===== config.mk =====
export PLATFORM = sky130hd
export DESIGN_NAME = tdm_demux_1_4_flat
export DESIGN_NICKNAME = d
export VERILOG_FILES = /design/src/rtl/tdm_demux_1_4_if.sv /design/src/rtl/tdm_demux_1_4.sv /design/src/flat_wrapper.sv
export SDC_FILE = /design/constraint.sdc
export NUM_CORES = 1
export LEC_CHECK = 0
export CORE_ASPECT_RATIO = 2
export CORE_UTILIZATION = 31
export DETAILED_ROUTE_END_ITERATION = 6
export DONT_BUFFER_PORTS = 1
export HOLD_SLACK_MARGIN = 0.15
export REMOVE_ABC_BUFFERS = 1
export SLEW_MARGIN = 40
export SYNTH_ARGS = -nofsm -noshare
export SYNTH_HDL_FRONTEND = slang
export SYNTH_SLANG_ARGS = --single-unit

===== constraint.sdc =====
create_clock -name Clock_In -period 1.9 [get_ports Clock_In]
set_input_delay 0.285 -clock Clock_In [delete_from_list [all_inputs] [get_ports Clock_In]]
set_output_delay 0.285 -clock Clock_In [all_outputs]
set_load 0.01 [all_outputs]

===== src/rtl/tdm_demux_1_4_if.sv =====
// tdm_demux_1_4_if
// Purpose : groups the sample-stream inputs and the demultiplexed frame
//           outputs of tdm_demux_1_4 into one bundle.
// Ports   : master modport - drives Enable_In, Data_In, Valid_In and
//           Frame_Sync_In, and observes all outputs (testbench/upstream side)
//           slave modport  - the demux itself, which consumes the inputs and
//           drives Data_0_Out..Data_3_Out, Frame_Valid_Out, Channel_Out,
//           Locked_Out and Sync_Error_Out
interface tdm_demux_1_4_if #(
    parameter int DATA_WIDTH = 8
);
    logic                  Enable_In;
    logic [DATA_WIDTH-1:0] Data_In;
    logic                  Valid_In;
    logic                  Frame_Sync_In;
    logic [DATA_WIDTH-1:0] Data_0_Out;
    logic [DATA_WIDTH-1:0] Data_1_Out;
    logic [DATA_WIDTH-1:0] Data_2_Out;
    logic [DATA_WIDTH-1:0] Data_3_Out;
    logic                  Frame_Valid_Out;
    logic [1:0]            Channel_Out;
    logic                  Locked_Out;
    logic                  Sync_Error_Out;

    modport master (
        output Enable_In, Data_In, Valid_In, Frame_Sync_In,
        input  Data_0_Out, Data_1_Out, Data_2_Out, Data_3_Out,
        input  Frame_Valid_Out, Channel_Out, Locked_Out, Sync_Error_Out
    );

    modport slave (
        input  Enable_In, Data_In, Valid_In, Frame_Sync_In,
        output Data_0_Out, Data_1_Out, Data_2_Out, Data_3_Out,
        output Frame_Valid_Out, Channel_Out, Locked_Out, Sync_Error_Out
    );
endinterface


===== src/rtl/tdm_demux_1_4.sv =====
// tdm_demux_1_4
// Purpose : splits a serial time-division stream of four channels into four
//           registered per-channel outputs. A frame starts at a sample marked
//           by Frame_Sync_In; the four outputs load together when the
//           channel 3 sample arrives, so they never show a partial frame.
// Ports   : Clock_In  - single clock, rising edge
//           Reset_In  - synchronous, active-high reset
//           bus       - tdm_demux_1_4_if slave modport carrying the enable,
//                       sample stream, sync marker and all frame outputs
module tdm_demux_1_4 #(
    parameter int DATA_WIDTH = 8
) (
    input  logic           Clock_In,
    input  logic           Reset_In,
    tdm_demux_1_4_if.slave bus
);

    typedef enum logic {
        HUNT = 1'b0,
        RUN  = 1'b1
    } state_t;

    state_t                state_q, state_d;
    logic [1:0]            cnt_q, cnt_d;
    logic [DATA_WIDTH-1:0] stage_q [0:2];
    logic [DATA_WIDTH-1:0] stage_d [0:2];
    logic [DATA_WIDTH-1:0] out_q   [0:3];
    logic [DATA_WIDTH-1:0] out_d   [0:3];
    logic                  frame_valid_q, frame_valid_d;
    logic                  sync_error_q, sync_error_d;
    logic                  accept;

    assign accept = bus.Enable_In && bus.Valid_In;

    // State register. Reset wins over everything else, including enable.
    always_ff @(posedge Clock_In) begin
        if (Reset_In) begin
            state_q       <= HUNT;
            cnt_q         <= 2'd0;
            frame_valid_q <= 1'b0;
            sync_error_q  <= 1'b0;
            for (int i = 0; i < 3; i++) stage_q[i] <= '0;
            for (int i = 0; i < 4; i++) out_q[i]   <= '0;
        end else begin
            state_q       <= state_d;
            cnt_q         <= cnt_d;
            frame_valid_q <= frame_valid_d;
            sync_error_q  <= sync_error_d;
            stage_q       <= stage_d;
            out_q         <= out_d;
        end
    end

    // Next-state logic. Non-accepted cycles keep everything and let the
    // one-cycle pulses fall back to 0. A sync that arrives mid-frame restarts
    // the frame at channel 0; the old partial frame is simply overwritten
    // and the outputs keep the last complete frame.
    always_comb begin
        state_d       = state_q;
        cnt_d         = cnt_q;
        stage_d       = stage_q;
        out_d         = out_q;
        frame_valid_d = 1'b0;
        sync_error_d  = 1'b0;

        if (accept) begin
            case (state_q)
                HUNT: begin
                    if (bus.Frame_Sync_In) begin
                        stage_d[0] = bus.Data_In;
                        cnt_d      = 2'd1;
                        state_d    = RUN;
                    end
                end
                RUN: begin
                    if (bus.Frame_Sync_In && (cnt_q != 2'd0)) begin
                        stage_d[0]   = bus.Data_In;
                        cnt_d        = 2'd1;
                        sync_error_d = 1'b1;
                    end else begin
                        case (cnt_q)
                            2'd0: stage_d[0] = bus.Data_In;
                            2'd1: stage_d[1] = bus.Data_In;
                            2'd2: stage_d[2] = bus.Data_In;
                            default: begin
                                out_d[0]      = stage_q[0];
                                out_d[1]      = stage_q[1];
                                out_d[2]      = stage_q[2];
                                out_d[3]      = bus.Data_In;
                                frame_valid_d = 1'b1;
                            end
                        endcase
                        cnt_d = cnt_q + 2'd1;
                    end
                end
                default: state_d = HUNT;
            endcase
        end
    end

    assign bus.Data_0_Out      = out_q[0];
    assign bus.Data_1_Out      = out_q[1];
    assign bus.Data_2_Out      = out_q[2];
    assign bus.Data_3_Out      = out_q[3];
    assign bus.Frame_Valid_Out = frame_valid_q;
    assign bus.Sync_Error_Out  = sync_error_q;
    assign bus.Channel_Out     = cnt_q;
    assign bus.Locked_Out      = (state_q == RUN);

endmodule


===== src/flat_wrapper.sv =====
// flat-port wrapper written by rule: the top's interface ports become plain ports
module tdm_demux_1_4_flat 
#(
    parameter int DATA_WIDTH = 8
)
  (Clock_In, Reset_In, bus_Enable_In, bus_Data_In, bus_Valid_In, bus_Frame_Sync_In, bus_Data_0_Out, bus_Data_1_Out, bus_Data_2_Out, bus_Data_3_Out, bus_Frame_Valid_Out, bus_Channel_Out, bus_Locked_Out, bus_Sync_Error_Out);
  tdm_demux_1_4_if #(.DATA_WIDTH(DATA_WIDTH)) bus_i ();
  input  logic Clock_In;
  input  logic Reset_In;
  input wire logic [$bits(bus_i.Enable_In)-1:0] bus_Enable_In;
  input wire logic [$bits(bus_i.Data_In)-1:0] bus_Data_In;
  input wire logic [$bits(bus_i.Valid_In)-1:0] bus_Valid_In;
  input wire logic [$bits(bus_i.Frame_Sync_In)-1:0] bus_Frame_Sync_In;
  output wire logic [$bits(bus_i.Data_0_Out)-1:0] bus_Data_0_Out;
  output wire logic [$bits(bus_i.Data_1_Out)-1:0] bus_Data_1_Out;
  output wire logic [$bits(bus_i.Data_2_Out)-1:0] bus_Data_2_Out;
  output wire logic [$bits(bus_i.Data_3_Out)-1:0] bus_Data_3_Out;
  output wire logic [$bits(bus_i.Frame_Valid_Out)-1:0] bus_Frame_Valid_Out;
  output wire logic [$bits(bus_i.Channel_Out)-1:0] bus_Channel_Out;
  output wire logic [$bits(bus_i.Locked_Out)-1:0] bus_Locked_Out;
  output wire logic [$bits(bus_i.Sync_Error_Out)-1:0] bus_Sync_Error_Out;
  assign bus_i.Enable_In = bus_Enable_In;
  assign bus_i.Data_In = bus_Data_In;
  assign bus_i.Valid_In = bus_Valid_In;
  assign bus_i.Frame_Sync_In = bus_Frame_Sync_In;
  assign bus_Data_0_Out = bus_i.Data_0_Out;
  assign bus_Data_1_Out = bus_i.Data_1_Out;
  assign bus_Data_2_Out = bus_i.Data_2_Out;
  assign bus_Data_3_Out = bus_i.Data_3_Out;
  assign bus_Frame_Valid_Out = bus_i.Frame_Valid_Out;
  assign bus_Channel_Out = bus_i.Channel_Out;
  assign bus_Locked_Out = bus_i.Locked_Out;
  assign bus_Sync_Error_Out = bus_i.Sync_Error_Out;
  tdm_demux_1_4 #(.DATA_WIDTH(DATA_WIDTH)) u_core (.Clock_In(Clock_In), .Reset_In(Reset_In), .bus(bus_i));
endmodule

# Word level (Yosys, flattened, before mapping)
# Cells that the tools add are included.
[totals]
regBits = 61
in_bits = 13
out_inout_bits = 37
wordCells = 43
[op_classes]
addsub = 1
n_eq_ne = 4
mux = 11
bitwise_logic = 4
reduce_logical = 12
[op_table]
columns = ["cell", "n"]
rows = [
  ["2-to-1 mux 8 bit", 3],
  ["one-hot mux 8 bit (2 select lines)", 1],
  ["AND reduction 4 bit", 3],
  ["OR reduction 3 bit", 2],
  ["2-to-1 mux 1 bit", 4],
  ["2-to-1 mux 2 bit", 2],
  ["inverter 1 bit", 4],
  ["one-hot mux 2 bit (2 select lines)", 1],
  ["OR reduction 4 bit", 1],
  ["!= test 3 bit (second input constant)", 1],
  ["AND reduction 3 bit", 1],
  ["adder 2 x 1 -> 2 bit (second input constant)", 1],
  ["equality test 2 x 1 -> 1 bit (second input constant)", 1],
  ["equality test 2 bit (second input constant)", 1],
  ["logical AND 1 bit", 2],
  ["zero test 2 bit", 1],
  ["!= test 2 bit (second input constant)", 1],
  ["AND reduction 2 bit", 1],
  ["nonzero test 2 bit", 1],
]

# Logic depth before layout (Yosys ltp)
# Gate-level depths: netlist (run 1).
[depth]
depth_word = 4
ltp_mapped = 7
ltp_nobuf = 5

# Least setup slack after synthesis (run 1)
# OpenSTA, ideal clock, no wires.
[synth_path]
path_type = "reg2reg"
startpoint = "register u_core.cnt_q[0], in the netlist u_core.bus.Channel_Out[0]"
endpoint = "register u_core.out_q (netlist bit u_core.bus.Data_0_Out[5])"
setup_time_ns = 0.072
t_arrival_ns = 1.540
t_required_ns = 1.828
slack_ns = 0.288
path_stages_with_launch = 8
n_path_buf = 2
period_less_slack_ns = 1.612
cell_sequence = "dfxtp_1 inv_1 ha_1 or2b_4 nand3_2 buf_6 buf_6 mux2i_1"
[synth_between]
elab_chain_len = 4
elab_cells_between_ends = 9
classes_between = "eq/ne (2); bitwise (2); reduce/logical (5)"
[synth_lines]
columns = ["element", "line", "source"]
rows = [
  ["start, declared", "tdm_demux_1_4.sv:24", "logic [1:0] cnt_q, cnt_d;"],
  ["start signal, assigned", "tdm_demux_1_4.sv:46", "cnt_q <= cnt_d;"],
  ["equality test 2 x 1 -> 1 bit (tied with other cells)", "tdm_demux_1_4.sv:81", "case (cnt_q)"],
  ["OR reduction 3 bit (no line) or logical AND 1 bit (tied branches)", "n/a", ""],
  ["inverter 1 bit (no line)", "n/a", ""],
  ["AND reduction 4 bit (no line) *", "n/a", ""],
  ["end signal, assigned", "tdm_demux_1_4.sv:50", "out_q <= out_d;"],
  ["end, declared", "tdm_demux_1_4.sv:27", "logic [DATA_WIDTH-1:0] out_q [0:3];"],
]
# Every way passes the cells marked *; elsewhere a longest branch is shown, timed or not.
# A chain may end at the register's enable or synchronous reset.

# Worst setup path after layout (run 1)
[layout_path]
startpoint = "register u_core.state_q, in the netlist u_core.bus.Locked_Out"
endpoint = "register u_core.stage_q[2] (netlist bit)"
[layout_between]
elab_chain_len = 1
[layout_lines]
columns = ["element", "line", "source"]
rows = [
  ["start, declared", "tdm_demux_1_4.sv:23", "state_t state_q, state_d;"],
  ["start signal, assigned", "tdm_demux_1_4.sv:45", "state_q <= state_d;"],
  ["AND reduction 4 bit (no line)", "n/a", ""],
  ["end signal, assigned", "tdm_demux_1_4.sv:49", "stage_q <= stage_d;"],
  ["end, declared", "tdm_demux_1_4.sv:25", "logic [DATA_WIDTH-1:0] stage_q [0:2];"],
]
# Every way passes these cells.

==> flow_summary.yaml, run 1 <==
run_status:
  status: "completed"
detailed_routing:
  vias: 1458
  drt.antenna.violating_nets: 0
  vias_per_cell: 4.57
  finalWirelength_um: 4950
  drc: 0
  wl_per_cell_um: 15.5
  dr.pass1.iters: 3
  drtIter0Drc: 31
clock_tree:
  clock-sinks: 61
  cts_buffer_depth: 2
  htreeDepth: 3
  insertion_delay_ns: 0.32
  cts.repair.resized: 0
  root_buffer: "clkbuf_16"
  cts_setup_buffers: 0
  cts_made_buffers: 9
  cts_tree: "done"
  clkSlewWorstSetupHoldPaths_ns: 0.05
global_routing:
  antenna_found_initial: 0
  grtUsageTotal_pct: 13.4
  grt_first_pass_wirelength_um: 7820
  grt_pass1_vias: 1475
  grt-ovfl-total: 0
  grt_max_degree: 52
finish:
  drive_above_1_share_pct: 8.89
  stdcell_area_sq_um: 2820
  diodes: 0
  fin_nets: 238
  fillerInstances: 770
  area_delta_synth_final_pct: 15.6
  finalNonFillerCells: 319
sta:
  hold_violations: 0
  skew_ns: 0.00525
  fmax_mhz: 612
  final_max_slew_viol_count: 0
  min_period_over_period_pct: 86.0
  whs_ns: 0.162
  setup_viol: 0
  tns_ns: 0
  tightest_slew_ns: 0.638
  period_minus_slack_ns: 1.63
  relSlewSlack_pct: 57.3
  rsz0062_at_grt: "false"
worst_setup_path:
  critPathMaxStageDelay_ns: 0.56
  crit_slowest_cell: "and3_1"
  crit_fanout: 8
  crit_chain: "and3_1, and3_1, mux2i_1"
  arrival_ns: 1.88
  crit_top_cell: "and3_1"
  startpoint_type: "register"
  required_ns: 2.15
  end_kind: "register"
  path_class: "reg -> reg"
die:
  die_area_sq_um: 8240
  initial_core_util_pct: 32.0
  die_h_um: 127
  placementRows: 45
  core_sq_um: 7600
  pin_count: 50
  die_w_um: 64.7
placement:
  gp_congestion: 0.688
  post_dp_cell_area_sq_um: 2520
  portBuffers: 0
  place_inst: 302
  dp_hpwl_um: 3080
synth:
  yosysWarnings: 0
  ys_seq_elements: 61
  post_synth_num_cell_types: 20
  synth-seq-area-share_pct: 50.1
  avgSynthCellArea_sq_um: 11.2
  synthCells: 217
  netlist_area_sq_um: 2440
power:
  powerDensity_nw_per_um2: 1020
  p_leak_nw: 1.27
  ir_worst_vdd_mv: 0.440
job:
  drv_cap: 0
worst_hold_path:
  hold_class: "in -> reg"
==> placed cells by master, fill, tap and decap left out, types with 2 or more instances in the layout <==
master,count
mux2i_1,56
clkbuf_1,2
dfxtp_1,61
nand3_2,2
clkbuf_16,9
buf_4,3
nor2_1,2
ha_1,4
inv_1,3
clkbuf_8,3
nand2b_1,64
and3_1,4
dlygate4sd3_1,2
==> cell usage after synthesis <==
library cell	instances	area (sq um)
buf_2	1	5.00
mux2i_1	56	561
a211oi_1	1	7.51
nand3_2	2	20.0
and3_1	4	25.0
inv_1	3	11.3
a21o_1	1	7.51
buf_6	3	33.8
or2b_4	1	11.3
o211ai_1	1	7.51
nand3_1	1	5.00
nor3b_1	1	7.51
buf_4	2	15.0
dfxtp_1	61	1220
nor2_1	2	7.51
ha_1	4	50.1
a21oi_1	1	5.00
clkbuf_1	7	26.3
a32oi_1	1	8.76
nand2b_1	64	400
==> worst max-delay path: cells and delay by family, from the launching register on <==
kind / cells / cell delay (ns)
AND/OR/NAND/NOR: 2 / 0.88
flip-flops: 1 / 0.43
multiplexers: 1 / 0.24
==> per-stage QoR <==
| step | worst slack (ns) | power (mW) | util, % |
|---|---|---|---|
| after global routing | 0.175 | 2.98 | 37.0 |
| after CTS | 0.254 | 2.93 | 37.0 |
| final | 0.266 | 2.88 | 37.0 |
| after global placement | 0.341 | 1.39 | 33.1 |
| after floorplan | 0.0757 | 1.38 | - |
| after detailed placement | 0.275 | 1.39 | 33.1 |
==> power breakdown <==
part	internal [mW]	switching (mW)	leakage [nW]
sequential	1.29	0.00473	0.492
combinational	0.0421	0.0375	0.643
clock	0.978	0.521	0.139
total	2.31	0.563	1.27
==> flip-flops by register name (all words and copies together) (netlist names) <==
register	cells
u_core.bus.Data_0_Out	8
u_core.bus.Sync_Error_Out	1
u_core.bus.Data_3_Out	8
u_core.bus.Locked_Out	1
u_core.bus.Frame_Valid_Out	1
u_core.stage_q	24
u_core.bus.Channel_Out	2
u_core.bus.Data_1_Out	8
u_core.bus.Data_2_Out	8
==> logic make-up after synthesis <==
group	count (synthesis)	synth area share, %
adders and majority gates	4	2.05
AOI/OAI and AO/OA	5	1.49
DFF	61	50.1
muxes	56	23.0
and+or+nand+nor	75	19.6
buffers and inverters	16	3.75
==> area by class of cell <==
type | count | area [sq um] | area share (%)
clock inverter | 1 | 5.00 | 0.178
tap | 94 | 118 | 4.18
inverter | 3 | 11.3 | 0.400
multi-input combinational | 140 | 1120 | 39.9
sequential | 61 | 1220 | 43.4
clock buffer | 14 | 274 | 9.73
timing repair buffer | 6 | 62.6 | 2.22
==> worst paths after layout <==
kind              slack [ns]  cells after the start                  endpoint                   from
setup reg to reg        0.27                      3         u_core.stage_q[2]  u_core.bus.Locked_Out
hold reg to reg         0.48                      2  u_core.bus.Data_0_Out[5]     u_core.stage_q[21]
setup / recovery        0.27                      3         u_core.stage_q[2]  u_core.bus.Locked_Out
hold / removal          0.16                      2  u_core.bus.Data_0_Out[4]               Reset_In
==> repair_timing <==
item / 4_1_cts / 5_1_grt
hold buffers: 2 / 0
setup endpoints to repair: 0 / 0
endpoints found under the hold margin: 17 / 0
==> routing by layer <==
layer | up-vias | track usage [%] | part of all wire [%]
met4 | 0 | 9.02 | 2.9
met1 | 683 | 14.5 | 41
met5 | - | 0 | 0
met3 | 9 | 3.93 | 4.4
met2 | 33 | 21.9 | 52
li1 | 733 | - | -
No activity file was read; power rests on OpenSTA's default activity.
==> run 2: changes to the inputs <==
Settings changed: CTS_BUF_LIST set to sky130_fd_sc_hd__clkbuf_16, CTS_CLUSTER_DIAMETER set to 120.
==> flow_summary.yaml, run 2 (same netlist as run 1, synthesis figures left out) <==
placement:
  dp_hpwl_um: 3080
  place_inst: 302
  gp_congestion: 0.688
  portBuffers: 0
power:
  p_int_mw: 2.18
  p_comb_share_pct: 2.9
  switchingPower_mw: 0.564
  swShare_pct: 20.6
  p_leak_nw: 1.27
  sequentialPowerShare_pct: 47.3
  powerDensity_nw_per_um2: 985
  ir_worst_vdd_mv: 0.441
  power_frac_clock_pct: 49.8
sta:
  fmax_mhz: 616
  period_minus_slack_ns: 1.62
  rsz0062_at_grt: "false"
  relSlewSlack_pct: 56.1
  skew_ns: 0.00514
  min_period_over_period_pct: 85.4
  hold_violations: 0
  setup_viol: 0
  whs_ns: 0.169
  tns_ns: 0
  tightest_slew_ns: 0.656
  final_max_slew_viol_count: 0
global_routing:
  grt_pass1_vias: 1467
  grt_max_degree: 53
  grt_first_pass_wirelength_um: 7800
  antenna_found_initial: 0
  grt-ovfl-total: 0
  grtUsageTotal_pct: 13.4
clock_tree:
  cts.repair.resized: 0
  insertion_delay_ns: 0.32
  clock-sinks: 61
  clkSlewWorstSetupHoldPaths_ns: 0.05
  htreeDepth: 3
  ctsHoldBuffers: 2
  cts_setup_buffers: 0
  root_buffer: "clkbuf_16"
  cts_buffer_depth: 2
  cts_made_buffers: 9
  cts_tree: "done"
die:
  die_h_um: 127
  pin_count: 50
  core_sq_um: 7600
  initial_core_util_pct: 32.0
  die_area_sq_um: 8240
  die_w_um: 64.7
  placementRows: 45
finish:
  layout_common_cells: "nand2b_1, dfxtp_1, mux2i_1, clkbuf_16, inv_1"
  drive_above_1_share_pct: 7.56
  final_common_cell: "nand2b_1"
  fin_nets: 238
  finalNonFillerCells: 319
  largest-register: "u_core.stage_q"
  diodes: 0
  area_delta_synth_final_pct: 14.3
  fillerInstances: 777
  largest_reg_flops: 24
run_status:
  status: "completed"
worst_setup_path:
  end_kind: "register"
  cp_top_family: "simple AND/OR/NAND/NOR gates"
  crit_slowest_cell: "and3_1"
  crit_top_cell: "and3_1"
  path_class: "reg -> reg"
  arrival_ns: 1.87
  startpoint_type: "register"
  crit_fanout: 8
  critPathMaxStageDelay_ns: 0.55
  required_ns: 2.15
  crit_chain: "and3_1, and3_1, mux2i_1"
  path_buf_inv: 0
detailed_routing:
  vias_per_cell: 4.63
  vias: 1477
  drtIter0Drc: 29
  dr.pass1.iters: 4
  finalWirelength_um: 4980
  wl_per_cell_um: 15.6
  drt.antenna.violating_nets: 0
  drc: 0
worst_hold_path:
  hold_class: "in -> reg"
job:
  drv_cap: 0
[run 2: cell count changes in the layout (fill, tap and decap cells not counted), sizes merged]
cell / before / now
inv: 3 / 5
clkbuf: 14 / 9
clkinv: 1 / 4
[run 2: worst paths after layout]
kind	from	endpoint	slack [ns]	cells after the start
max reg2reg	u_core.bus.Locked_Out	u_core.stage_q[2]	0.28	3
max	u_core.bus.Locked_Out	u_core.stage_q[2]	0.28	3
min reg2reg	u_core.stage_q[9]	u_core.bus.Data_1_Out[1]	0.48	2
min	Reset_In	u_core.bus.Data_2_Out[1]	0.17	2
[run 2: power by group through the flow]
| stage | clock (mW) | combinational, mW | sequential, mW |
|---|---|---|---|
| 3_5_place_dp | 0 | 0.0711 | 1.32 |
| 2_1_floorplan | 0 | 0.0544 | 1.32 |
| 5_1_grt | 1.46 | 0.0870 | 1.30 |
| 3_3_place_gp | 0 | 0.0706 | 1.32 |
| 4_1_cts | 1.41 | 0.0821 | 1.30 |
| 6_report | 1.37 | 0.0797 | 1.30 |
[run 2: through the flow]
step / area (sq um) / setup slack (ns) / power [mW] / utilization, %
after floorplan: 2360 / 0.0757 / 1.38 / -
after detailed placement: 2520 / 0.275 / 1.39 / 33.1
final: 2790 / 0.277 / 2.74 / 36.6
after global placement: 2520 / 0.341 / 1.39 / 33.1
after CTS: 2790 / 0.253 / 2.79 / 36.6
after global routing: 2790 / 0.174 / 2.85 / 36.6
[run 2: cell type report]
type | count | area [sq um] | area share, %
inverter | 3 | 11.3 | 0.404
timing repair buffer | 6 | 62.6 | 2.25
clock inverter | 6 | 23.8 | 0.854
multi-input combinational | 140 | 1120 | 40.3
sequential | 61 | 1220 | 43.8
tap | 94 | 118 | 4.22
clock buffer | 9 | 225 | 8.09
[run 2: metal layers]
metal  global-route usage (%)  vias up  wire length, um
li1                         -      732                -
met1                     14.8      700             2030
met2                     21.6       36             2590
met3                     3.13        9              215
met4                     10.6        0              140
met5                        0        -                0
==> run 3: changes to the inputs <==
Settings changed: PLACE_DENSITY set to 0.43.
==> flow_summary.yaml, run 3 (same netlist as run 1, synthesis figures left out) <==
die:
  die_w_um: 64.7
  placementRows: 45
  core_sq_um: 7600
  pin_count: 50
  die_h_um: 127
  initial_core_util_pct: 32.0
  die_area_sq_um: 8240
detailed_routing:
  drc: 0
  drt.antenna.violating_nets: 0
  vias: 1496
  drtIter0Drc: 51
  vias_per_cell: 4.68
  wl_per_cell_um: 15.8
  dr.pass1.iters: 3
  finalWirelength_um: 5050
worst_setup_path:
  startpoint_type: "register"
  crit_fanout: 8
  arrival_ns: 1.93
  end_kind: "register"
  path_class: "reg -> reg"
  required_ns: 2.14
sta:
  final_max_slew_viol_count: 0
  fmax_mhz: 592
  setup_ws_ns: 0.211
  min_period_over_period_pct: 88.9
  skew_ns: 0.00359
  tightest_slew_ns: 0.556
  period_minus_slack_ns: 1.69
  tns_ns: 0
  relSlewSlack_pct: 62.9
  hold_violations: 0
  rsz0062_at_grt: "false"
  setup_viol: 0
worst_hold_path:
  hold_class: "in -> reg"
finish:
  multi_input_area_sq_um: 1120
  final_common_cell: "nand2b_1"
  largest_reg_flops: 24
  largest-register: "u_core.stage_q"
  diodes: 0
  drive_above_1_share_pct: 7.52
  fin_nets: 239
  area.sequential_sq_um: 1220
  fillerInstances: 782
  layout_common_cells: "nand2b_1, dfxtp_1, mux2i_1, clkbuf_16, inv_1"
  area_delta_synth_final_pct: 14.7
clock_tree:
  clkSlewWorstSetupHoldPaths_ns: 0.05
  htreeDepth: 3
  cts_tree: "done"
  insertion_delay_ns: 0.32
  cts_buffer_depth: 2
  cts_made_buffers: 9
  clock-sinks: 61
  root_buffer: "clkbuf_16"
  cts_setup_buffers: 0
global_routing:
  grt_pass1_vias: 1573
  grt-ovfl-total: 0
  antenna_found_initial: 0
  grtUsageTotal_pct: 13.6
  grt_max_degree: 63
  grt_first_pass_wirelength_um: 8070
placement:
  gp_congestion: 0.699
  post-place-ws_ns: 0.233
  portBuffers: 0
  dp_hpwl_um: 3160
power:
  powerDensity_nw_per_um2: 978
  ir_worst_vdd_mv: 0.382
  p_leak_nw: 1.27
run_status:
  status: "completed"
job:
  drv_cap: 0
run 3: changes by cell type in the layout (fill, tap and decap cells not counted), sizes merged:
cell / previous run / this run
dlygate4sd3: 2 / 3
run 3: area by class of cell:
type                            count  share of cell area, %
Clock buffer                        9                   8.06
Inverter                            3                  0.403
Timing Repair Buffer                7                   2.60
Sequential cell                    61                   43.7
Clock inverter                      6                  0.850
Multi-Input combinational cell    140                   40.2
Tap cell                           94                   4.21
run 3: power breakdown:
part	switching (mW)	total, mW	leakage (nW)	internal, mW
clock	0.510	1.36	0.130	0.845
sequential	0.00523	1.30	0.492	1.29
combinational	0.0365	0.0802	0.647	0.0437
total	0.551	2.73	1.27	2.18
run 3: what timing repair did:
item	in CTS	in global routing
gates resized for setup	0	0
hold endpoints to repair	6	0
hold buffers	3	0
run 3: critical path, stage by stage (launching register included):
cell	delay (ns)
dfxtp_1	0.44
and3_1	0.35
and3_1	0.56
mux2i_1	0.26
run 3: final timing paths:
kind | from | end | slack (ns) | cells after the start
worst max-delay path | u_core.bus.Locked_Out | u_core.stage_q[2] | 0.21 | 3
worst min-delay path | Reset_In | u_core.bus.Data_0_Out[4] | 0.16 | 2
worst max register to register | u_core.bus.Locked_Out | u_core.stage_q[2] | 0.21 | 3
worst min register to register | u_core.stage_q[10] | u_core.bus.Data_1_Out[2] | 0.48 | 2
run 3: routing by layer:
metal  share of wire (%)  vias to the layer above  track usage [%]
li1                    -                      738                -
met5                   0                        -                0
met3                 5.5                       15             4.55
met2                  51                       41             21.8
met1                  39                      702             14.5
met4                 3.7                        0             10.1
run 3: metrics by stage:
step | cell area [sq um] | instances | power, mW | utilization, % | hold slack (ns)
6_report | 2800 | 320 | 2.73 | 36.8 | 0.162
5_1_grt | 2800 | 320 | 2.83 | 36.8 | 0.163
4_1_cts | 2800 | 320 | 2.78 | 36.8 | 0.151
3_5_place_dp | 2520 | 302 | 1.39 | 33.1 | 0.372
3_3_place_gp | 2520 | 302 | 1.39 | 33.1 | 0.370
2_1_floorplan | 2360 | 204 | 1.38 | - | 0.354
